<file path="config.mk">
export PLATFORM = sky130hd
export DESIGN_NAME = bus_fault_arbiter
export DESIGN_NICKNAME = d
export VERILOG_FILES = /design/src/rtl/bus_fault_arb_pkg.sv /design/src/rtl/bus_fault_arbiter_rr_arbiter.sv /design/src/rtl/bus_fault_arbiter.sv
export SDC_FILE = /design/constraint.sdc
export NUM_CORES = 1
export LEC_CHECK = 0
export BUFFER_PORTS_ARGS = -buffer_cell sky130_fd_sc_hd__buf_4
export CAP_MARGIN = 20
export CORE_MARGIN = 10
export CORE_UTILIZATION = 53
export DETAILED_ROUTE_END_ITERATION = 8
export PLACE_DENSITY = 0.81
export SYNTH_ARGS = -nofsm -noshare
export SYNTH_HDL_FRONTEND = slang
export SYNTH_SLANG_ARGS = --single-unit
</file>
<file path="constraint.sdc">
create_clock -name clk -period 16.01 [get_ports clk]
set_input_delay 2.4015 -clock clk [delete_from_list [all_inputs] [get_ports clk]]
set_output_delay 2.4015 -clock clk [all_outputs]
set_load 0.02 [all_outputs]
</file>
<file path="src/rtl/bus_fault_arb_pkg.sv">
// Shared types and helpers for the bus-fault report arbiter.
// Holds the FSM state encoding and width helpers.
package bus_fault_arb_pkg;

    typedef enum logic [1:0] {
        IDLE,
        ISSUE,
        WAIT_ACK
    } state_t;

    localparam int DROP_W = 8;

    function automatic int src_w(input int n);
        return (n < 2) ? 1 : $clog2(n);
    endfunction

endpackage

</file>
<file path="src/rtl/bus_fault_arbiter_rr_arbiter.sv">
// Combinational round-robin pick: first requester at or after ptr.
// The pointer itself is owned and advanced by the parent.
module rr_arbiter
    import bus_fault_arb_pkg::*;
#(
    parameter int N_SRC = 4,
    localparam int SW = src_w(N_SRC)
) (
    input  logic [N_SRC-1:0] req,
    input  logic [SW-1:0]    ptr,
    input  logic             en,
    output logic             gnt_valid,
    output logic [SW-1:0]    gnt_idx
);

    int w_idx;

    // Walk from farthest to nearest so the nearest hit is written last.
    always_comb begin
        gnt_valid = 1'b0;
        gnt_idx   = '0;
        w_idx     = 0;
        for (int k = N_SRC - 1; k >= 0; k--) begin
            w_idx = int'(ptr) + k;
            if (w_idx >= N_SRC) begin
                w_idx = w_idx - N_SRC;
            end
            if (en && req[w_idx]) begin
                gnt_valid = 1'b1;
                gnt_idx   = SW'(w_idx);
            end
        end
    end

endmodule

</file>
<file path="src/rtl/bus_fault_arbiter.sv">
// Buffers one fault report per source and forwards them round-robin
// to the interrupt controller's single bad-address port.
module bus_fault_arbiter
    import bus_fault_arb_pkg::*;
#(
    parameter int N_SRC       = 4,
    parameter int ADDR_W      = 32,
    parameter int ACK_TIMEOUT = 15,
    localparam int SW = src_w(N_SRC)
) (
    input  logic                    clk,
    input  logic                    rst,
    input  logic [N_SRC-1:0]        flt_pulse,
    input  logic [N_SRC*ADDR_W-1:0] flt_addr,
    input  logic                    err_pending,
    output logic [ADDR_W-1:0]       out_addr,
    output logic                    out_valid,
    input  logic                    out_ack,
    output logic [SW-1:0]           out_src,
    output logic [N_SRC-1:0]        overflow,
    output logic                    timeout_flag,
    output logic [DROP_W-1:0]       drop_count,
    input  logic                    flags_clr
);

    localparam logic [7:0] TO_CNT = 8'(ACK_TIMEOUT);

    state_t              r_state;
    logic [N_SRC-1:0]    r_full;
    logic [ADDR_W-1:0]   r_slot [N_SRC];
    logic [SW-1:0]       r_ptr;
    logic [7:0]          r_cnt;

    logic                w_en;
    logic                w_gnt_valid;
    logic [SW-1:0]       w_gnt_idx;
    logic                w_ack_rel;
    logic                w_to_rel;
    logic [N_SRC-1:0]    w_free;
    logic [N_SRC-1:0]    w_drop;
    logic [3:0]          w_drop_n;
    logic [DROP_W-1:0]   w_dc_base;
    logic [DROP_W:0]     w_dc_sum;
    logic [DROP_W-1:0]   w_dc_next;

    assign w_en      = (r_state == IDLE) && !err_pending;
    assign w_ack_rel = (r_state == WAIT_ACK) && out_ack;
    assign w_to_rel  = (r_state == WAIT_ACK) && !out_ack
                       && (r_cnt == TO_CNT);
    assign w_drop    = flt_pulse & r_full & ~w_free;

    always_comb begin
        w_free = '0;
        if (w_ack_rel || w_to_rel) begin
            w_free[out_src] = 1'b1;
        end
    end

    always_comb begin
        w_drop_n = '0;
        for (int i = 0; i < N_SRC; i++) begin
            w_drop_n = w_drop_n + {3'b000, w_drop[i]};
        end
    end

    // A clear in the same cycle as new drops restarts from those drops.
    assign w_dc_base = flags_clr ? '0 : drop_count;
    assign w_dc_sum  = {1'b0, w_dc_base}
                     + {{(DROP_W - 3){1'b0}}, w_drop_n};
    assign w_dc_next = w_dc_sum[DROP_W] ? '1 : w_dc_sum[DROP_W-1:0];

    rr_arbiter #(
        .N_SRC (N_SRC)
    ) u_rr (
        .req       (r_full),
        .ptr       (r_ptr),
        .en        (w_en),
        .gnt_valid (w_gnt_valid),
        .gnt_idx   (w_gnt_idx)
    );

    always_ff @(posedge clk or posedge rst) begin
        if (rst) begin
            r_full <= '0;
            for (int i = 0; i < N_SRC; i++) begin
                r_slot[i] <= '0;
            end
        end else begin
            for (int i = 0; i < N_SRC; i++) begin
                if (flt_pulse[i] && (!r_full[i] || w_free[i])) begin
                    r_full[i] <= 1'b1;
                    r_slot[i] <= flt_addr[i*ADDR_W +: ADDR_W];
                end else if (w_free[i]) begin
                    r_full[i] <= 1'b0;
                end
            end
        end
    end

    always_ff @(posedge clk or posedge rst) begin
        if (rst) begin
            r_state   <= IDLE;
            r_ptr     <= '0;
            r_cnt     <= '0;
            out_addr  <= '0;
            out_src   <= '0;
            out_valid <= 1'b0;
        end else begin
            unique case (r_state)
                IDLE: begin
                    if (w_gnt_valid) begin
                        out_addr  <= r_slot[w_gnt_idx];
                        out_src   <= w_gnt_idx;
                        out_valid <= 1'b1;
                        r_ptr     <= (int'(w_gnt_idx) == N_SRC - 1)
                                     ? '0 : w_gnt_idx + 1'b1;
                        r_state   <= ISSUE;
                    end
                end
                ISSUE: begin
                    out_valid <= 1'b0;
                    r_cnt     <= '0;
                    r_state   <= WAIT_ACK;
                end
                WAIT_ACK: begin
                    if (w_ack_rel || w_to_rel) begin
                        r_state <= IDLE;
                    end else begin
                        r_cnt <= r_cnt + 8'd1;
                    end
                end
                default: r_state <= IDLE;
            endcase
        end
    end

    always_ff @(posedge clk or posedge rst) begin
        if (rst) begin
            overflow     <= '0;
            timeout_flag <= 1'b0;
            drop_count   <= '0;
        end else begin
            overflow     <= (flags_clr ? '0 : overflow) | w_drop;
            timeout_flag <= (flags_clr ? 1'b0 : timeout_flag) | w_to_rel;
            drop_count   <= w_dc_next;
        end
    end

endmodule
</file>
==> results.md, run 1 <==
* Final clock skew at between 0.007 and 0.008 ns
* Final setup viols at 0
* Final Max Slew Viols at 0
* Skew-Pair Late Insertion Delay at between 0.4 and 0.5 ns
* Max-cap violation count at 0
* VDD IR-drop max at around 0.092 mV
* Global-route wire length before repair at about 36000 um
* Post-layout util at around two thirds
* Setup crit end: drop_count[3]$_DFF_PP0_
* Core footprint at 16600 um^2
* Row count at 47
* CTS tree: yes
* # IOs at between 150 and 200
* Die W at 151 um
* Ys Warns at 0
* Mapped cell area at between 9000 and 10000 um^2
* Yosys top cell area share at 53.2%
* Clk root buf: clkbuf_16
* Synth area leader: dfrtp_1
* HPWL Detailed at between 15000 and 20000 um
* Drt drc at 0
* Outcome: completed
* Critical path arrival at around 5.3 ns
* GP Congestion at 0.825
* Post_cts resized at 0
* Antenna violations before repair at 1
* DP Worst Slack at roughly 11 ns
* Die Span Y at between 150 and 200 um
* Top cells by area, synth: dfrtp_1 53%, mux2_4 15%, mux2_1 4.1%, mux2_2 3.7%, a221o_1 2.8%
* Cts bufs inserted at 17
* DR pass1 iterations at 4
* Syn Area/Cell at roughly 14 um^2
* Max_slew headroom at 30.5%
* Post-CTS setup buffer count at 0
* Via count at between 6k and 7k
* Synth unique cells at 53
* Worst-path clk slew at approximately 0.070 ns
* Req. time, crit path at roughly 16 ns
* WL/cell at 21.6 um
* TNS Setup at 0 ns
* Fin. Hold Viols at 0
* Pwr/cell area at about 180 nW/um^2
* FF-to-FF Start: r_cnt[0]$_DFFE_PP0P_
* DRT antenna net count at 0
* Unrepaired setup endpoints after global routing: false
* Min Clock Period, post-route at 4.91 ns
* Crit. End Element: register
* WHS Path Cells at 1
* Clock Tree Buf Depth at 2
* Syn nets at between 800 and 900
* H-tree levels at 4
* Setup crit start kind: primary input
* Vias/cell at 5.78
* Hold Slack at slightly below 0.5 ns
* Top-count cell post-synth: dfrtp_1
* Clk sinks at roughly 190
* Worst Hold Class: register to register
* Worst setup path class: primary input to register
* Starting density of the core at 54.3%
* Worst-Margin Slew at 1.04 ns
* Seq/Total Area, Yosys at a little over half
* Largest net degree at the start of global routing at between 100 and 150
* Leak Pwr at between 5 and 6 nW
* R2R depth at 12
* Synth cell count leaders: 192 x dfrtp_1, 90 x mux2_4, 33 x mux2_1
* Yosys reg bits at 192
* P&R area growth vs syn at 23.6%
* All-layer global routing usage at between 20% and 30%
* Final setup margin at approximately 11 ns
* Syn Inst Count at 660
* Final nets at 973
* Layout cell share with drive strength beyond 1 at between 40 and 50%
* Async SR Flop Fraction at 100%
* Die area at 22700 um^2
* CP startpoint: out_ack
* Routed wire length at between 20000 and 25000 um
* Vias in the first global route at roughly 6.7k
* GR Overflow Total at 0
* Port Buf Inserts at around 180
* R2r setup slk at 12.26 ns
* Crit-path max FO at 6
* Initial DRC Count at about 280
* Number of synthesized flops with an enable pin at 0
* Hold_buf cts at 0
* Reg2reg end: drop_count[3]$_DFF_PP0_
* Ys flop type: dfrtp_1
* Crit share post-route at 30.7%
* FMAX at ~200 MHz
## how the worst min path moves through the flow
stage | startpoint | end
final | r_slot[9]$_DFFE_PP0P_ | r_slot[9]$_DFFE_PP0P_
after global routing | r_slot[22]$_DFFE_PP0P_ | r_slot[22]$_DFFE_PP0P_
after CTS | r_slot[9]$_DFFE_PP0P_ | r_slot[9]$_DFFE_PP0P_
after detailed placement | out_valid$_DFFE_PP0P_ | out_valid$_DFFE_PP0P_
after global placement | r_slot[22]$_DFFE_PP0P_ | r_slot[22]$_DFFE_PP0P_
after floorplan | r_slot[13]$_DFFE_PP0P_ | r_slot[13]$_DFFE_PP0P_
## critical path: stages
cell and delay, ns:
buf_4 0.12, a21oi_2 0.38, o41ai_4 0.15, or2_2 0.32, fa_1 0.51, fa_1 0.42
inv_1 0.08, fa_1 0.21, and3_1 0.23, nand4b_1 0.25, o211ai_1 0.17
## kinds of logic (layout without fill, tap and decap cells)
| group | count (synthesis) | in the layout | synth area share [%] |
|---|---|---|---|
| xor gates and xnor gates | 8 | 8 | 0.776 |
| and+or+nand+nor | 108 | 108 | 6.66 |
| buffers and inverters | 59 | 242 | 3.34 |
| muxes | 169 | 169 | 24.6 |
| DFF | 192 | 192 | 53.2 |
| AOI/OAI and AO/OA | 119 | 119 | 10.5 |
| adders and majority gates | 5 | 5 | 0.942 |
| other | 0 | 1 | 0 |
## sequential cells by signal (all words and copies together) (netlist names)
register,cells
r_slot,128
out_addr,32
drop_count,8
r_cnt,8
overflow,4
r_full,4
out_src,2
r_ptr,2
r_state,2
out_valid,1
timeout_flag,1
## power by group
group | total [W] | switching, W | internal [W]
logic | 0.000788 | 0.000354 | 0.000434
clock network | 0.000435 | 0.000189 | 0.000246
registers | 0.000834 | 0.000134 | 0.000700
total | 0.00206 | 0.000677 | 0.00138
## stage by stage
step / area (um^2) / instances / power, W
global placement: 10500 / 1030 / 0.00160
CTS: 11200 / 1063 / 0.00207
global route: 11200 / 1063 / 0.00218
detailed placement: 10600 / 1032 / 0.00163
floorplan: 9030 / 660 / 0.00139
finish: 11200 / 1064 / 0.00206
## layout by cell type (no fill, tap or decap), drive strengths merged, types with 4 or more instances in the layout
cell type  count
a21oi         30
a221o         25
buf          195
clkbuf        18
clkinv         4
dfrtp        192
inv           20
mux2         153
mux2i         16
nand2         26
nand2b        11
nand3          9
nand4         25
nor2          12
nor2b          5
nor3           4
o21ai         15
o221ai         6
o31ai         26
or2            5
xnor2          5
## cell type report
type | instances | area [um^2]
Timing Repair Buffer | 195 | 1480
Clock inverter | 13 | 160
Inverter | 16 | 67.6
Multi-Input combinational cell | 409 | 3940
Sequential cell | 192 | 4800
Clock buffer | 18 | 429
Fill cell | 1216 | 5480
Tap cell | 220 | 275
Antenna cell | 1 | 2.50
## routing by layer
metal  track usage (%)  vias to the layer above  part of all wire, %
li1                  -                     2775                    -
met3              6.18                       18                  8.0
met5                 0                        -                    0
met4              5.93                        0                  1.2
met2              32.8                      212                   48
met1              26.0                     3146                   43
No activity file was read; power rests on OpenSTA's default activity.
==> run 2: changes to the inputs <==
--- a/config.mk
+++ b/config.mk
@@ -8,9 +8,9 @@
 export BUFFER_PORTS_ARGS = -buffer_cell sky130_fd_sc_hd__buf_4
 export CAP_MARGIN = 20
 export CORE_MARGIN = 10
-export CORE_UTILIZATION = 53
+export CORE_UTILIZATION = 50
 export DETAILED_ROUTE_END_ITERATION = 8
-export PLACE_DENSITY = 0.81
+export PLACE_DENSITY = 0.8
 export SYNTH_ARGS = -nofsm -noshare
 export SYNTH_HDL_FRONTEND = slang
 export SYNTH_SLANG_ARGS = --single-unit
==> constraint.sdc (replaced) <==
create_clock -name clk -period 4 [get_ports clk]
set_input_delay 0.6 -clock clk [delete_from_list [all_inputs] [get_ports clk]]
set_output_delay 0.6 -clock clk [all_outputs]
set_load 0.02 [all_outputs]
==> run 2 against run 1 <==
Net effect:
- die area increased by 5.2%
- critical path type is now register to register
- non-clock buffer count increased by 5
- sequential share of layout area down 0.58 points
- critical path depth increased by 1
- setup slack got worse by 11 ns
- utilization is 3.7 points lower
- register-to-register slack worse by 12 ns
- final area increased by 1.4%
- count of clock-buffer cells in the layout grew 2
- total power increased to 4.1 times the previous value
- wire length increased by 3.4%
- sequential cell count stayed put
==> results.md, run 2 (synthesis gave the netlist of run 1 again) <==
* Initial DRC Count at 311 (was 283)
* Fin. Hold Viols at 0 (unchanged)
* Sw frac at 32.2% (was 32.9%)
* Final instance area at 11300 um^2 (was 11200 um^2)
* Commonest non-fill, non-tap cell in the layout: buf_4 (unchanged)
* DP Worst Slack at 0.186 ns (was 10.64 ns)
* Die W at 154 um (was 151 um)
* Outcome: completed (unchanged)
* Max FFs per register at 128 (unchanged)
* FMAX at 262 MHz
* Antenna violations before repair at 0 (was 1)
* GP Congestion at 0.869 (was 0.825)
* Net load switching power at 0.00274 W (was 0.000677 W)
* Top flop regs: r_slot (128), out_addr (32) (unchanged)
* Largest net degree at the start of global routing at 103 (was 122)
* Final setup margin at 0.188 ns (was 11.10 ns)
* Die area at 23800 um^2 (was 22700 um^2)
* Pwr/cell area at 751 nW/um^2 (was 184 nW/um^2)
* Worst-Margin Slew at 1.07 ns (was 1.04 ns)
* DRT antenna net count at 0 (unchanged)
* Int Pwr at 0.00576 W (was 0.00138 W)
* Clk root buf: clkbuf_16 (unchanged)
* CTS tree: yes (unchanged)
* Row count at 49 (was 47)
* DR pass1 iterations at 4 (unchanged)
* Final nets at 978 (was 973)
* VDD IR-drop max at 0.442 mV (was 0.0924 mV)
* Hold_buf cts at 0 (unchanged)
* Core footprint at 17800 um^2 (was 16600 um^2)
* Logic pwr share at 37.5% (was 38.3%)
* Worst Hold Class: primary input to async pin (was register to register)
* Unrepaired setup endpoints after global routing: false (unchanged)
* H-tree levels at 4 (unchanged)
* Worst-path clk slew at 0.07 ns (about the same)
* Post-layout util at 63.4% (was 67.1%)
* Slowest stage delay, CP at 0.53 ns (was 0.51 ns)
* Final setup viols at 0 (unchanged)
* Skew-Pair Late Insertion Delay at 0.43 ns (about the same)
* Clk sinks at 192 (unchanged)
* Post_cts resized at 0 (unchanged)
* HPWL Detailed at 16200 um (was 15600 um)
* Largest register by flop count: r_slot (unchanged)
* Min Clock Period, post-route at approximately 3.8 ns
* Leak Pwr at 5.58 nW (was 5.52 nW)
* Global-route wire length before repair at 37600 um (was 36400 um)
* Req. time, crit path at 4.33 ns (was 16.36 ns)
* Post-CTS setup buffer count at 0 (unchanged)
* TNS Setup at 0 ns (unchanged)
* Worst setup path class: register to register (was primary input to register)
* Slowest stage cell, crit path: fa_1 (unchanged)
* Layout cell share with drive strength beyond 1 at 44.1% (was 43.8%)
* Starting density of the core at 50.6% (was 54.3%)
* GR Overflow Total at 0 (unchanged)
* Crit path top cell by count: fa_1 (unchanged)
* Clock Tree Buf Depth at 2 (unchanged)
* M3 GR Usage at 4.55% (was 6.18%)
* Clock share of power at 23.1% (was 21.2%)
* P&R area growth vs syn at 25.3% (was 23.6%)
* Crit-path max FO at 6 (unchanged)
* Met1 Use GR at 25.3% (was 26.0%)
* Placed cell area at 10600 um^2 (about the same)
* Vias/cell at 5.71 (was 5.78)
* # diodes at 0 (was 1)
* Max-cap violation count at 0 (unchanged)
* Routed wire length at 23700 um (was 22900 um)
* Port Buf Inserts at 184 (unchanged)
* Final clock skew at 0.0134 ns (was 0.00741 ns)
* Flop pwr share at 39.4% (was 40.5%)
* Most frequent cells in the layout: 197 x buf_4, 192 x dfrtp_1, 90 x mux2_4 (was 193 x buf_4, 192 x dfrtp_1, 90 x mux2_4)
* Via count at 6154 (was 6151)
* Cts bufs inserted at 17 (unchanged)
* Max_slew headroom at 28.8% (was 30.5%)
* M2 GR Usage at 32.5% (was 32.8%)
* Die Span Y at 154 um (was 151 um)
* WL/cell at 22.0 um (was 21.6 um)
* All-layer global routing usage at 19.6% (was 20.4%)
* Layer with the highest usage: met2 (unchanged)
* Setup crit start kind: register (was primary input)
* Critical path arrival at 4.15 ns (was 5.25 ns)
* # IOs at 185 (unchanged)
* Drt drc at 0 (unchanged)
* Crit. End Element: register (unchanged)
* Final Max Slew Viols at 0 (unchanged)
* Vias in the first global route at 6761 (was 6724)
* Crit-path cells: ha_1 > and3_1 > a21oi_2 > o41ai_4 > or2_2 > fa_1 > fa_1 > inv_1 > fa_1 > and3_1 > nand4b_1 > o211ai_1 (was buf_4 > a21oi_2 > o41ai_4 > or2_2 > fa_1 > fa_1 > inv_1 > fa_1 > and3_1 > nand4b_1 > o211ai_1)
* Crit share post-route at 95.3%
run 2: critical path: cells and delay by family (launching register included):
family | cells | cell delay [ns]
flops | 1 | 0.41
buf+inv | 1 | 0.08
simple gates | 4 | 1.05
fa+ha+maj | 4 | 1.43
compound gates | 3 | 0.74
run 2: final cells by class:
class / instances / area [um^2]
Clock buffer: 20 / 457
Clock inverter: 11 / 224
Fill cell: 1346 / 6520
Inverter: 16 / 63.8
Multi-Input combinational cell: 409 / 3940
Sequential cell: 192 / 4800
Tap cell: 229 / 287
Timing Repair Buffer: 200 / 1540
run 2: per-layer routing:
| layer | part of all wire (%) | vias up |
|---|---|---|
| li1 | - | 2793 |
| met2 | 49 | 198 |
| met5 | 0 | - |
| met1 | 44 | 3134 |
| met4 | 1.2 | 0 |
| met3 | 5.5 | 29 |
run 2: final timing paths:
check,startpoint,to,slack [ns],cells after the start
max in group asynchronous,rst,out_addr[14]$_DFFE_PP0P_,3.22,3
min in group clk,flt_addr[103],r_slot[7]$_DFFE_PP0P_,0.37,2
min reg2reg,r_slot[22]$_DFFE_PP0P_,r_slot[22]$_DFFE_PP0P_,0.49,1
max reg2reg,r_cnt[0]$_DFFE_PP0P_,drop_count[3]$_DFF_PP0_,0.19,12
min,rst,drop_count[0]$_DFF_PP0_,0.33,3
max,r_cnt[0]$_DFFE_PP0P_,drop_count[3]$_DFF_PP0_,0.19,12
run 2: metrics by stage:
stage / power [W] / std cells / hold slack, ns
2_1_floorplan: 0.00555 / 660 / 0.459
3_3_place_gp: 0.00643 / 1046 / 0.471
3_5_place_dp: 0.00656 / 1046 / 0.482
4_1_cts: 0.00856 / 1077 / 0.356
5_1_grt: 0.00896 / 1077 / 0.368
6_report: 0.00850 / 1077 / 0.332
run 2: power groups by stage:
| stage | clock network (W) | registers, W | logic (W) |
|---|---|---|---|
| floorplan | 0 | 0.00341 | 0.00214 |
| global placement | 0 | 0.00332 | 0.00311 |
| detailed placement | 0 | 0.00336 | 0.00320 |
| CTS | 0.00199 | 0.00334 | 0.00323 |
| global route | 0.00207 | 0.00345 | 0.00344 |
| finish | 0.00197 | 0.00335 | 0.00319 |
